`src/rtl/shift_seq.sv`:
```
// Multi-cycle shift sequencer: applies one single-bit rotate/shift per clock
// through a one-bit stage until the requested count is used up, then holds
// the result on a valid/ready output until the consumer takes it.

// One-bit shifting stage. With Shift low the operand passes through unchanged.
module shift0 (
  input  logic [15:0] In,
  input  logic [1:0]  Op,
  input  logic        Shift,
  output logic [15:0] Out
);

  // Select the single-bit step for the requested opcode
  always_comb begin
    Out = In;
    if (Shift) begin
      case (Op)
        2'b00: Out = {In[14:0], In[15]};
        2'b01: Out = {In[14:0], 1'b0};
        2'b10: Out = {In[0], In[15:1]};
        2'b11: Out = {1'b0, In[15:1]};
        default: Out = In;
      endcase
    end
  end

endmodule

module shift_seq #(
  parameter int WIDTH = 16,
  parameter int CNT_W = 4
) (
  input  logic             clk,
  input  logic             rst,
  input  logic             InValid,
  output logic             InReady,
  input  logic [WIDTH-1:0] In,
  input  logic [1:0]       Op,
  input  logic [CNT_W-1:0] Cnt,
  output logic             OutValid,
  input  logic             OutReady,
  output logic [WIDTH-1:0] Out,
  output logic             Busy
);

  typedef enum logic [1:0] {
    IDLE  = 2'd0,
    SHIFT = 2'd1,
    HOLD  = 2'd2
  } state_t;

  state_t           state_q;
  logic [WIDTH-1:0] data_q;
  logic [1:0]       op_q;
  logic [CNT_W-1:0] remain_q;
  logic [WIDTH-1:0] out_q;
  logic [WIDTH-1:0] shifted_d;

  // The one-bit stage always works on the captured operand and opcode
  shift0 u_shift0 (
    .In    (data_q),
    .Op    (op_q),
    .Shift (1'b1),
    .Out   (shifted_d)
  );

  // Sequencer: capture a request, step once per clock, hold until popped
  always_ff @(posedge clk or posedge rst) begin
    if (rst) begin
      state_q  <= IDLE;
      data_q   <= '0;
      op_q     <= '0;
      remain_q <= '0;
      out_q    <= '0;
    end else begin
      case (state_q)
        IDLE: begin
          if (InValid) begin
            data_q   <= In;
            op_q     <= Op;
            remain_q <= Cnt;
            if (Cnt == '0) begin
              out_q   <= In;
              state_q <= HOLD;
            end else begin
              state_q <= SHIFT;
            end
          end
        end
        SHIFT: begin
          data_q   <= shifted_d;
          remain_q <= remain_q - CNT_W'(1);
          if (remain_q == CNT_W'(1)) begin
            out_q   <= shifted_d;
            state_q <= HOLD;
          end
        end
        HOLD: begin
          if (OutReady) begin
            state_q <= IDLE;
          end
        end
        default: state_q <= IDLE;
      endcase
    end
  end

  assign InReady  = (state_q == IDLE) & ~rst;
  assign OutValid = (state_q == HOLD);
  assign Busy     = (state_q != IDLE);
  assign Out      = out_q;

endmodule

```
`config.mk`:
```
export PLATFORM = sky130hd
export DESIGN_NAME = shift_seq
export DESIGN_NICKNAME = d
export VERILOG_FILES = /design/src/rtl/shift_seq.sv
export SDC_FILE = /design/constraint.sdc
export NUM_CORES = 1
export LEC_CHECK = 0
export ABC_AREA = 1
export CORE_UTILIZATION = 51
export CTS_CLUSTER_DIAMETER = 100
export DETAILED_ROUTE_END_ITERATION = 8
export PLACE_DENSITY = 0.79
export SYNTH_ARGS = -nofsm -noshare
export SYNTH_HDL_FRONTEND = slang
export SYNTH_HIERARCHICAL = 1
export SYNTH_SLANG_ARGS = --single-unit
```
`constraint.sdc`:
```
create_clock -name clk -period 3.7 [get_ports clk]
set_input_delay 0.37 -clock clk [delete_from_list [all_inputs] [get_ports clk]]
set_output_delay 0.37 -clock clk [all_outputs]
set_load 0.1 [all_outputs]
```
==> run_results.csv <==
group,metric,value,unit
outcome,status,"finished, final reports clean",
floorplanning,core_area,4410,sq um
clock_tree,cts_resized,0,
clock_tree,cts_tree,"built",
yosys,synth_edf_count,0,
hold_path,min_path_type,"reg -> reg",
place,numPortBuffers,44,
place,dpl.hpwl,3550,microns
global_route,grt_pass1_vias,2080,
timing,maxSlewViolCount,0,
timing,rsz0062_at_grt,"no",
run,drv_cap,0,
yosys,yosysWarnings,6,
clock_tree,post_cts_buffers,0,
route,drtIter0Drc,199,
setup_path,path_cells,"inv_2, nand2_2, nor2_1, clkdlybuf4s50_1",
route,antenna_left,0,
clock_tree,clkTransAtPathRegs,80,ps
route,wl,5460,microns
floorplanning,die_h,70.2,microns
route,first_pass_iters,4,
yosys,yosysSeqAreaShare,0.423,
setup_path,worstPathArrival,2070,ps
floorplanning,io_pins,45,
finish,fin_nets,411,
setup_path,critPathMaxStageDelay,1130,ps
yosys,synthCells,346,
setup_path,reg2reg_slack,1790,ps
yosys,postSynthAreaPerCell,6.85,sq um
place,place_congestion,0.786,
timing,setup-violations-final,0,
setup_path,crit_fanout,4,
yosys,synthArstFlopShare,1.00,
clock_tree,cts_sinks,40,
finish,layout_common_cells,"164 x nand2_1, 50 x nand3_1, 44 x clkdlybuf4s50_1",
setup_path,crit_path_end_kind,"output port",
floorplanning,die_w,70.2,microns
finish,areaGrowthSynthToFinish,22.6,%
setup_path,cp_slowest_cell,"clkdlybuf4s50_1",
yosys,ys_seq_elements,40,
route,vias,2256,
clock_tree,hold_buffers,0,
setup_path,crit_required,3330,ps
yosys,synth-main-ff-cell,"dfrtp_1",
setup_path,startpoint,"state_q[0]",
timing,worst_slew_pin_slew,967,ps
floorplanning,rows,24,
timing,relSlewSlack,0.353,
timing,finalHoldViolCount,0,
setup_path,crit_family,"buffers and inverters",
finish,layout-drive-gt1-share,0.0547,
global_route,grt_pass1_wl,9410,microns
floorplanning,initial_utilization,0.537,
clock_tree,cts_max_level,2,
yosys,synthTopCellsByArea,"dfrtp_1 42%, nand2_1 26%, nand3_1 11%",
global_route,grt.total_usage,0.243,
clock_tree,numCtsBuffers,5,
route,via_per_inst,5.17,
timing,fin_skew,7.08,ps
clock_tree,root_buffer,"clkbuf_8",
timing,fin_tns_setup,0,ps
setup_path,timing.rr.start,"state_q[0]",
finish,antenna_cells,0,
yosys,syn_area,2370,sq um
timing,fmax,409,MHz
route,drcViolationCount,0,
yosys,netlist.top_cell.by_area,"dfrtp_1",
global_route,antenna_found_initial,0,
route,wl_per_cell,12.5,microns
finish,final_common_cell,"nand2_1",
setup_path,criticalPathCategory,"reg -> out",
timing,finalCriticalPeriod,2440,ps
setup_path,path_buf_inv,2,
global_route,grt_max_degree,41,
yosys,synth_top_area_frac,0.423,
global_route,grt-ovfl-total,0,
clock_tree,ctsLongestPathBuffers,2,
yosys,ys_types,25,
hold_path,worstHoldStart,"Out[7]",
floorplanning,die_area,4920,sq um
setup_path,crit_path_start_kind,"flop",
timing,finalCritPeriodShare,0.661,
clock_tree,clock_latency,300,ps
layer usage:
metal,GRT usage,part of all wire
met1,0.310,0.44
met2,0.407,0.49
met3,0.0577,0.058
met5,0,0
met4,0.0800,0.010
final cells by class:
class                      count  area [sq um]
tap                           52          65.1
inverter                      26           103
sequential                    40          1000
clock buffer                   7          96.3
fill                         401          1510
timing repair buffer          47           463
clock inverter                 1          30.0
multi-input combinational    263          1150
sequential cells by signal (all words and copies together) (netlist names):
register  count
Out          16
data_q       16
op_q          2
remain_q      4
state_q       2
metrics by stage:
step / setup WS, ps / utilization / hold WS, ps / cell area [sq um] / std cells
finish: 1260 / 0.658 / 472 / 2900 / 436
floorplan: 1120 / - / 471 / 2380 / 348
detailed placement: 1290 / 0.629 / 457 / 2780 / 428
global route: 1160 / 0.658 / 501 / 2900 / 436
CTS: 1240 / 0.658 / 477 / 2900 / 436
global placement: 1310 / 0.629 / 452 / 2780 / 428
tightest hold or removal path, delay by kind of cell (launching register included):
family        cells  cell delay, ps
flops             1             350
simple gates      2              90
path summary, 6_finish.rpt:
check                         endpoint  cells after the start
setup / recovery               InReady                      4
hold / removal                  Out[7]                      2
setup reg to reg           remain_q[1]                      4
hold reg to reg                 Out[7]                      2
max in group asynchronous    data_q[0]                      3
min in group asynchronous      Out[11]                      3
cell families (layout without fill, tap and decap cells):
family	count (synthesis)	in the layout	share of synthesized area
adder cells (fa/ha/maj)	2	2	0.0106
AO/OA/AOI/OAI	26	26	0.0671
AND/OR/NAND/NOR	232	232	0.401
other	1	3	0.00158
flip-flops	40	40	0.423
buffers and inverters	45	81	0.0967
synthesized netlist by cell type (2+ instances only):
library cell  count
nand2_1         164
nand3_1          50
dfrtp_1          40
inv_1            22
nor2_1           13
o21ai_0          10
o21ai_1          10
buf_2             8
a21oi_1           3
buf_4             3
buf_6             3
clkbuf_1          3
inv_2             3
ha_1              2
nand2_2           2
Power is left out: the tool's default activity adds up to more than one toggle a clock period on the data nets, which glitch-free logic cannot reach.
